File: src/rtl/overlap_pkg.sv
// Shared definitions for the IMDCT overlap-add storage: default sizes, FSM
// encodings of the read side and a width-generic saturating adder.
package overlap_pkg;

    localparam int unsigned HALF_WINDOW_SIZE_DEFAULT = 512;
    localparam int unsigned WORD_LENGTH_DEFAULT      = 16;

    localparam logic [2:0] ST_IDLE   = 3'd0;
    localparam logic [2:0] ST_FETCH  = 3'd1;
    localparam logic [2:0] ST_LATCH  = 3'd2;
    localparam logic [2:0] ST_ACCEPT = 3'd3;
    localparam logic [2:0] ST_OUT    = 3'd4;

    // Operands arrive sign-extended to 64 bits; the caller narrows the result
    // back to `width`, which is safe because the clamp keeps it in range.
    function automatic logic signed [63:0] sat_add(
        input logic signed [63:0] a,
        input logic signed [63:0] b,
        input int unsigned        width
    );
        logic signed [63:0] s;
        logic signed [63:0] hi;
        logic signed [63:0] lo;
        s  = a + b;
        hi = (64'sd1 <<< (width - 1)) - 64'sd1;
        lo = -hi - 64'sd1;
        if (s > hi)
            return hi;
        else if (s < lo)
            return lo;
        else
            return s;
    endfunction

endpackage

File: src/rtl/overlap_reader.sv
// Read side of the overlap-add stage: fetches the previous frame's stored
// half-window and adds it, saturated, to the current frame's first half.
module overlap_reader
    import overlap_pkg::*;
#(
    parameter int unsigned halfWindowSize = HALF_WINDOW_SIZE_DEFAULT,
    parameter int unsigned wordLength     = WORD_LENGTH_DEFAULT
) (
    input  logic                              clk,
    input  logic                              rst,
    input  logic                              start,
    output logic                              busy,
    output logic                              done,
    output logic                              mem_rd_en,
    output logic [$clog2(halfWindowSize)-1:0] mem_addr,
    input  logic [wordLength-1:0]             mem_data,
    input  logic                              in_valid,
    input  logic [wordLength-1:0]             in_data,
    output logic                              in_ready,
    output logic                              out_valid,
    output logic [wordLength-1:0]             out_data,
    input  logic                              out_ready
);

    localparam int unsigned   AW       = $clog2(halfWindowSize);
    localparam logic [AW-1:0] LAST_IDX = AW'(halfWindowSize - 1);

    logic [2:0]            state;
    logic [AW-1:0]         idx;
    logic [wordLength-1:0] prev;
    logic [wordLength-1:0] sum;
    logic                  primed;
    logic                  done_r;

    always_ff @(posedge clk) begin
        if (rst) begin
            state  <= ST_IDLE;
            idx    <= '0;
            prev   <= '0;
            sum    <= '0;
            primed <= 1'b0;
            done_r <= 1'b0;
        end else begin
            done_r <= 1'b0;
            case (state)
                ST_IDLE: begin
                    if (start) begin
                        idx   <= '0;
                        state <= ST_FETCH;
                    end
                end
                ST_FETCH: state <= ST_LATCH;
                ST_LATCH: begin
                    // Nothing was stored before the first frame, so overlap with zero.
                    prev  <= primed ? mem_data : '0;
                    state <= ST_ACCEPT;
                end
                ST_ACCEPT: begin
                    if (in_valid) begin
                        sum   <= wordLength'(sat_add(64'(signed'(prev)),
                                                     64'(signed'(in_data)),
                                                     wordLength));
                        state <= ST_OUT;
                    end
                end
                ST_OUT: begin
                    if (out_ready) begin
                        if (idx == LAST_IDX) begin
                            done_r <= 1'b1;
                            primed <= 1'b1;
                            state  <= ST_IDLE;
                        end else begin
                            idx   <= idx + 1'b1;
                            state <= ST_FETCH;
                        end
                    end
                end
                default: state <= ST_IDLE;
            endcase
        end
    end

    // idx is only written on start and on advance, so the address holds
    // its last value outside FETCH without a separate register.
    assign mem_addr  = idx;
    assign mem_rd_en = (state == ST_FETCH);
    assign in_ready  = (state == ST_ACCEPT);
    assign out_valid = (state == ST_OUT);
    assign out_data  = sum;
    assign busy      = (state != ST_IDLE);
    assign done      = done_r;

endmodule

File: config.mk
export PLATFORM = sky130hd
export DESIGN_NAME = overlap_reader
export DESIGN_NICKNAME = d
export VERILOG_FILES = /design/src/rtl/overlap_pkg.sv /design/src/rtl/overlap_reader.sv
export SDC_FILE = /design/constraint.sdc
export NUM_CORES = 1
export LEC_CHECK = 0
export CAP_MARGIN = 20
export CORE_MARGIN = 2
export CORE_UTILIZATION = 45
export CTS_CLUSTER_DIAMETER = 100
export DETAILED_ROUTE_END_ITERATION = 6
export GPL_TIMING_DRIVEN = 0
export HOLD_SLACK_MARGIN = 0.12
export PLACE_DENSITY = 0.75
export SLEW_MARGIN = 20
export SYNTH_ARGS = -nofsm -noshare
export SYNTH_HDL_FRONTEND = slang
export SYNTH_SLANG_ARGS = --single-unit
File: constraint.sdc
create_clock -name clk -period 3.1 [get_ports clk]
set_input_delay 0.93 -clock clk [delete_from_list [all_inputs] [get_ports clk]]
set_output_delay 0.93 -clock clk [all_outputs]
set_load 0.02 [all_outputs]
After elaboration in Yosys (flattened, before gate mapping)
Cells that the tools add are included.
{ "totals": {"regBits": 46, "out_inout_bits": 30, "wordCells": 42} }
{ "classes": {"addsub": 2, "n_lt_le_gt_ge": 2, "n_eq_ne": 9, "n_mux": 13, "bitwise": 2, "n_reduce_logical": 8} }
{ "op_table": {"columns": ["operator", "n"], "rows": [
  ["$mux 16", 3],
  ["$mux 9", 3],
  ["$pmux 9 s2", 1],
  ["$add 16x16->17", 1],
  ["$gt 17x16->1 const B", 1],
  ["$lt 17x16->1 const B", 1],
  ["$pmux 3 s5", 1],
  ["$add 9x1->9 const B", 1],
  ["$eq 9x9->1 const B", 1],
  ["$mux 3", 3],
  ["$eq 3x2->1 const B", 2],
  ["$ne 2x2->1 const B", 3],
  ["$reduce_and 3->1", 2],
  ["$reduce_and 4->1", 1],
  ["$eq 3x1->1 const B", 1],
  ["$eq 3x3->1 const B", 1],
  ["$logic_not 3->1", 1],
  ["$reduce_bool 3->1", 1],
  ["$reduce_or 3->1", 1],
  ["$mux 1", 2],
  ["$ne 2x1->1 const B", 1],
  ["$not 1->1", 2],
  ["$reduce_and 2->1", 1],
  ["$reduce_bool 2->1", 1]
]} }

Logic depth before layout (Yosys ltp)
Gate-level depths: netlist of the first run.
{ "logic_depth": {"word_depth": 4, "depth_mapped": 11, "depth_no_buf": 10} }

Least setup slack after synthesis of the first run
No wires, ideal clock.
{ "synth_path": {"path_kind": "input to register", "start": "input port in_data[0]", "end": "register sum[13], in the netlist out_data[13]", "setup_time_ps": 79, "arrival_ps": 3027, "required_time_ps": 3021, "setup_slack_ps": -7, "cell_stages": 10, "n_path_buf": 0, "cell_sequence": "ha_1 -> inv_1 -> fa_1 -> nand2b_1 -> a21o_1 -> a22o_1 -> nor4_2 -> o32ai_2 -> maj3_2 -> a211oi_2"} }
{ "synth_between": {"elab_chain_len": 4, "word_cells_on_any_way": 5, "cone_classes": "add/sub (1); order compare (2); mux (2)"} }
{ "synth_lines": {"columns": ["element", "line", "source"], "rows": [
  ["start, declared", "overlap_reader.sv:18", "input logic [wordLength-1:0] in_data,"],
  ["$add 16x16->17 (*)", "overlap_pkg.sv:24", "s = a + b;"],
  ["$lt 17x16->1", "overlap_pkg.sv:29", "else if (s < lo)"],
  ["$mux 16", "overlap_pkg.sv:29", null],
  ["$mux 16 (*)", "overlap_pkg.sv:27", "if (s > hi)"],
  ["end signal, assigned", "overlap_reader.sv:60", "sum <= wordLength'(sat_add(64'(signed'(prev)),"],
  ["end, declared", "overlap_reader.sv:31", "logic [wordLength-1:0] sum;"]
]} }
Every way passes the cells marked *; elsewhere a longest branch is shown, timed or not.
A chain may end at the register's enable or synchronous reset.

Worst setup path after layout of the first run
{ "layout_path": {"start": "input port in_data[1]", "end": "register sum[13], in the netlist out_data[13]"} }
The elaborated chain is that of the path after synthesis.

==> results of run 1 <==
==> cell usage in the layout, fill, tap and decap left out, types with 3 or more instances in the layout <==
master and instances:
inv_1 9, a21oi_1 48, o21ai_1 4, ha_1 9
maj3_2 4, nand3_1 19, o211ai_1 3, a21o_1 5
clkdlybuf4s50_1 58, nor2_1 15, nand2_1 33, and2_1 4
nand4_1 5, a21oi_2 6, buf_6 8, dlymetal6s2s_1 4
nand2b_1 7, xnor2_1 4, clkbuf_8 5, o221a_2 7
xor2_1 13, ha_4 8, and3_1 3, dfxtp_1 46
or3_1 4, o221a_1 3, dlygate4sd2_1 3, o21ai_0 20
clkbuf_1 15, buf_4 14
==> cell type report <==
type,instances,area share
buffer,21,0.0297
multi-input combinational,256,0.473
clock inverter,3,0.00631
sequential,46,0.232
tap,75,0.0237
clock buffer,5,0.0174
inverter,10,0.00947
timing repair buffer,84,0.208
==> synthesized netlist by cell type (3+ instances only) <==
cell type | n | area, sq um
o221a_2 | 7 | 78.8
clkbuf_1 | 15 | 56.3
and3_1 | 3 | 18.8
maj3_1 | 4 | 40.0
xnor2_1 | 4 | 35.0
or3_1 | 4 | 25.0
nand2b_1 | 8 | 50.1
a21o_1 | 5 | 37.5
ha_1 | 18 | 225
o221a_1 | 3 | 33.8
inv_1 | 10 | 37.5
nand3_1 | 20 | 100
nand2_1 | 33 | 124
nand4_1 | 5 | 31.3
and2_1 | 4 | 25.0
buf_2 | 4 | 20.0
xor2_1 | 13 | 114
nor2_1 | 16 | 60.1
o211ai_1 | 3 | 22.5
a21oi_1 | 52 | 260
dfxtp_1 | 46 | 921
o21ai_0 | 24 | 120
==> critical path, cell delays in order <==
cell and delay (ps):
dlygate4sd2_1 270, inv_1 110, fa_2 400, nand2b_4 150, a21o_1 180, a22o_4 240, nor4_4 300, o32ai_4 140
buf_12 170, maj3_2 290, a211oi_2 160
==> per-stage QoR <==
| step | util | instance area, sq um | instances | total power [W] |
|---|---|---|---|---|
| 2_1_floorplan | - | 2760 | 335 | 0.000772 |
| 3_3_place_gp | 0.593 | 3510 | 476 | 0.000882 |
| 3_5_place_dp | 0.593 | 3510 | 476 | 0.000885 |
| 4_1_cts | 0.644 | 3810 | 492 | 0.00130 |
| 5_1_grt | 0.669 | 3960 | 500 | 0.00136 |
| 6_report | 0.669 | 3960 | 500 | 0.00131 |
==> metal layers <==
| layer | share of wire | vias to the layer above | routed length (um) | track usage |
|---|---|---|---|---|
| met5 | 0 | - | 0 | 0 |
| met4 | 0.030 | 0 | 233 | 0.0700 |
| met3 | 0.048 | 21 | 375 | 0.0446 |
| met2 | 0.49 | 101 | 3880 | 0.372 |
| met1 | 0.43 | 1366 | 3390 | 0.281 |
| li1 | - | 1382 | - | - |
==> logic make-up (layout without fill, tap and decap cells) <==
family / after synthesis / in the layout
AO/OA/AOI/OAI: 109 / 109
XOR/XNOR: 18 / 18
adder cells (fa/ha/maj): 24 / 24
buffers and inverters: 33 / 123
flip-flops: 46 / 46
multiplexers: 1 / 1
AND/OR/NAND/NOR: 104 / 104
==> state kept, by name (all words and copies together), names as in the netlist <==
name / cells
mem_addr: 9
done: 1
primed: 1
state: 3
out_data: 16
prev: 16
==> final timing paths <==
check | end | slack (ps) | cells after the start | from
setup / recovery | out_data[13] | -20 | 11 | in_data[1]
hold reg to reg | prev[0] | 470 | 2 | prev[0]
setup reg to reg | out_data[13] | 480 | 11 | prev[0]
hold / removal | prev[0] | 470 | 2 | prev[0]
==> power by group <==
part	internal (W)	switching [W]	total, W
Clock	0.000163	0.000232	0.000395
Sequential	0.000605	0.0000111	0.000616
Combinational	0.000145	0.000150	0.000294
Total	0.000913	0.000393	0.00131
==> timing repair <==
item / 4_1_cts / 5_1_grt
buffers inserted: 8 / 8
gates cloned: 2 / 0
pin swaps: 13 / 19
gates resized for setup: 30 / 26
endpoints found under the setup margin: 16 / 16
==> run summary, run 1 <==
worst slew pin tran = 805 ps
CTS tree = built
initial antenna violation count = 0
WL/cell = 15.8 um
GRT Overall Usage = 0.221
TritonCTS buffer count = 5
fill count = 494
IO Pins = 67
ys async rst share = 0
FF+latch area = 921 sq um
fin crit share = 1.01
count of warnings emitted by yosys = 0
fmax = 321 MHz
global-route wire length before repair = 11.7 mm
Synth Area in Simple Gates = 0.187
Clock Latency Late Sink = 310 ps
die height = 82.2 um
Starting DRT DRC Count = 186
clock sink count = 46
final antenna-violating net count = 0
final WL = 7.88 mm
post-synthesis sequential area ratio = 0.334
Leak = 1.48 nW
Starting Density = 0.465
CP required = 3340 ps
RSZ-0062 raised after global routing = yes
Yosys cell types = 47
Adder-Cell Fraction of Synth Area = 0.108
Core Region = 5920 sq um
multi-input logic area = 1870 sq um
peak fanout along the critical path = 6
P&R area growth vs syn = 43.9%
Main synth FF type = dfxtp_1
power per standard cell area = 329 nW/um^2
#FFs+latches synth = 46
H-tree Lvls = 2
Synth Area per Inst = 8.22 sq um
chip width = 82.2 um
Fin. Hold Viols = 0
Post-DP HPWL = 5.23 mm
fin crit period = 3120 ps
number of synthesized flops with an enable pin = 0
largest net degree at the start of global routing = 17
n_diodes = 0
CTS hold repair buffers = 0
via/cell ratio = 5.74
crit path launch type = primary input
Synth Area in XOR/XNOR = 0.0599
worst rel slew slack = 0.459
setup violators final = 1
first-pass iteration count of the detailed router = 5
Via Count = 2870
largest family of logic cells by synthesized area = compound AO/OA/AOI/OAI gates
clock-pin slew on the worst setup and hold paths = 90 ps
max-cap violations = 0
drt drc = 0
Longest Clk Path Bufs = 2
post-synthesis mux area share = 0.00363
status = finished with violations
pre-CTS setup slack = -723 ps
PortBufs = 66
setup ws final = -17.9 ps
Cells after Synth = 335
vias in the first global route = 2565
mapped cell area = 2760 sq um
Hold Path Class = flip-flop to flip-flop
clk root buf = clkbuf_8
total global routing overflow = 0
WS Path Type = primary input to flip-flop
RD Place Congestion = 0.865
Die Area = 6760 sq um
Clock Skews = 8.01 ps
failing checks = negative setup slack
Setup crit end kind = flip-flop
Slew Viols, Final = 0
Peak VDD IR = 0.000212 V
layout cells sized above 1 = 0.165
worst path arrival time = 3360 ps
Net Count, Synth = 391
Compound-Gate Fraction of Synth Area = 0.254
fin nets = 480
row cnt = 28
post-route setup TNS = -17.9 ps
Hold WS = 467 ps
Note: power is estimated with default switching activity, not from simulation.
==> run 2: changes to the inputs <==
CORE_UTILIZATION = 35   (was 45)
CTS_BUF_LIST = sky130_fd_sc_hd__clkbuf_4 sky130_fd_sc_hd__clkbuf_8 sky130_fd_sc_hd__clkbuf_16   (was unset)
PLACE_DENSITY = 0.61   (was 0.75)
==> run summary, run 2 (same netlist as run 1, synthesis figures left out) <==
fmax = 327 MHz
WL/cell = 14.0 um
clock sink count = 46
FF+latch area = 921 sq um
Clock Skews = 3.84 ps
clock-pin slew on the worst setup and hold paths = 90 ps
largest net degree at the start of global routing = 15
Post-DP HPWL = 5.42 mm
CTS hold repair buffers = 0
Worst Setup SP = in_data[7]
R2R Path Start = prev[0]
layout cells sized above 1 = 0.160
commonest cells after routing, fill and taps aside = clkdlybuf4s50_1, a21oi_1, dfxtp_1, nand2_1
drt drc = 0
Leak = 1.50 nW
Longest Clk Path Bufs = 2
post-route setup TNS = 0 ps
setup ws final = 37.2 ps
R2R Path End = out_data[3]
peak fanout along the critical path = 6
fin crit period = 3060 ps
P&R area growth vs syn = 45.4%
IO Pins = 67
Via Count = 2655
Slew Viols, Final = 0
status = finished, final reports clean
fill count = 737
Fin. Hold Viols = 0
RD Place Congestion = 0.823
total global routing overflow = 0
max-cap violations = 0
Peak VDD IR = 0.000155 V
Die Area = 8600 sq um
power per standard cell area = 323 nW/um^2
initial antenna violation count = 0
met3 GRT Util = 0.0317
setup violators final = 0
worst rel slew slack = 0.423
CTS tree = built
row cnt = 32
Power, Total = 0.00130 W
Reg2Reg Depth = 11
r2r setup slk = 540 ps
final WL = 7.37 mm
Core Region = 7690 sq um
first-pass iteration count of the detailed router = 4
commonest non-fill, non-tap cell in the layout = clkdlybuf4s50_1
Top Usage Layer GRT = met2
Hold Path Class = flip-flop to flip-flop
n_diodes = 0
Starting DRT DRC Count = 85
vias in the first global route = 2490
Clock Latency Late Sink = 300 ps
worst slew pin tran = 858 ps
fin crit share = 0.988
fin nets = 481
final antenna-violating net count = 0
clk root buf = clkbuf_8
GRT met2 Usage = 0.272
TritonCTS buffer count = 5
RSZ-0062 raised after global routing = no
multi-input logic area = 1870 sq um
global-route wire length before repair = 11.6 mm
Setup crit end kind = flip-flop
WS Path Type = primary input to flip-flop
worst path arrival time = 3300 ps
GRT Overall Usage = 0.167
pre-CTS setup slack = -744 ps
Starting Density = 0.358
die height = 92.7 um
Setup crit end = out_data[0]
via/cell ratio = 5.03
Hold WS = 465 ps
PortBufs = 66
H-tree Lvls = 2
CP required = 3330 ps
crit path launch type = primary input
chip width = 92.7 um
GRT met1 Usage = 0.220
-- run 2: cell count changes in the layout (fill, tap and decap cells not counted), sizes merged --
cell | previous run | this run
clkdlybuf4s50 | 58 | 56
buf | 24 | 25
clkbuf | 20 | 22
dlygate4sd2 | 3 | 4
inv | 11 | 10
-- run 2: per-layer routing --
layer  part of all wire  vias up
met1               0.49     1182
met3              0.035       20
met4              0.023        0
met5                  0        -
li1                   -     1387
met2               0.45       66
-- run 2: final cells by class --
class                   count  area share
inverters                  10     0.00937
multi-input cells         256       0.466
clock buffers               6      0.0206
repair buffers             84       0.206
clock inverters             2     0.00312
well taps                 102      0.0319
plain buffers              22      0.0331
flip-flops and latches     46       0.230
-- run 2: stage by stage --
stage          utilization  cell area (sq um)  std cells
2_1_floorplan            -               2760        335
3_3_place_gp         0.461               3540        503
3_5_place_dp         0.461               3540        503
4_1_cts              0.502               3860        519
5_1_grt              0.521               4010        528
6_report             0.521               4010        528
-- run 2: repair_timing --
action,in CTS,in global routing
resized for setup,33,28
endpoints found under the setup margin,16,16
gates cloned,1,1
setup buffers,9,8
pin swaps,14,16
-- run 2: worst min-delay path by stage --
stage                   from        to  slack (ps)  cells past startpoint
CTS                  prev[0]   prev[0]         470                      2
finish              prev[11]  prev[11]         470                      2
floorplan            prev[0]   prev[0]         440                      2
detailed placement   prev[0]   prev[0]         450                      2
global placement    prev[15]  prev[15]         450                      2
global route        prev[14]  prev[14]         490                      2
-- run 2: worst max-delay path, cell delays in order --
cell and delay (ps):
clkdlybuf4s50_1 450, ha_2 420, inv_1 60, a211o_1 260, o221ai_4 220, a21oi_4 110
xor2_4 200, buf_6 150, maj3_1 340, a21oi_1 150
-- run 2: where the power goes --
part	switching [W]	internal (W)	leakage (nW)	total, W
combinational	0.000147	0.000145	1.08	0.000292
clock	0.000208	0.000179	0.0472	0.000387
sequential	0.0000111	0.000605	0.372	0.000616
total	0.000366	0.000929	1.50	0.00130
==> run 3: changes to the inputs <==
CTS_CLUSTER_SIZE = 10   (was unset)
==> results of run 3 <==
No change in the layout: final DEF, timing and power equal those of run 2.
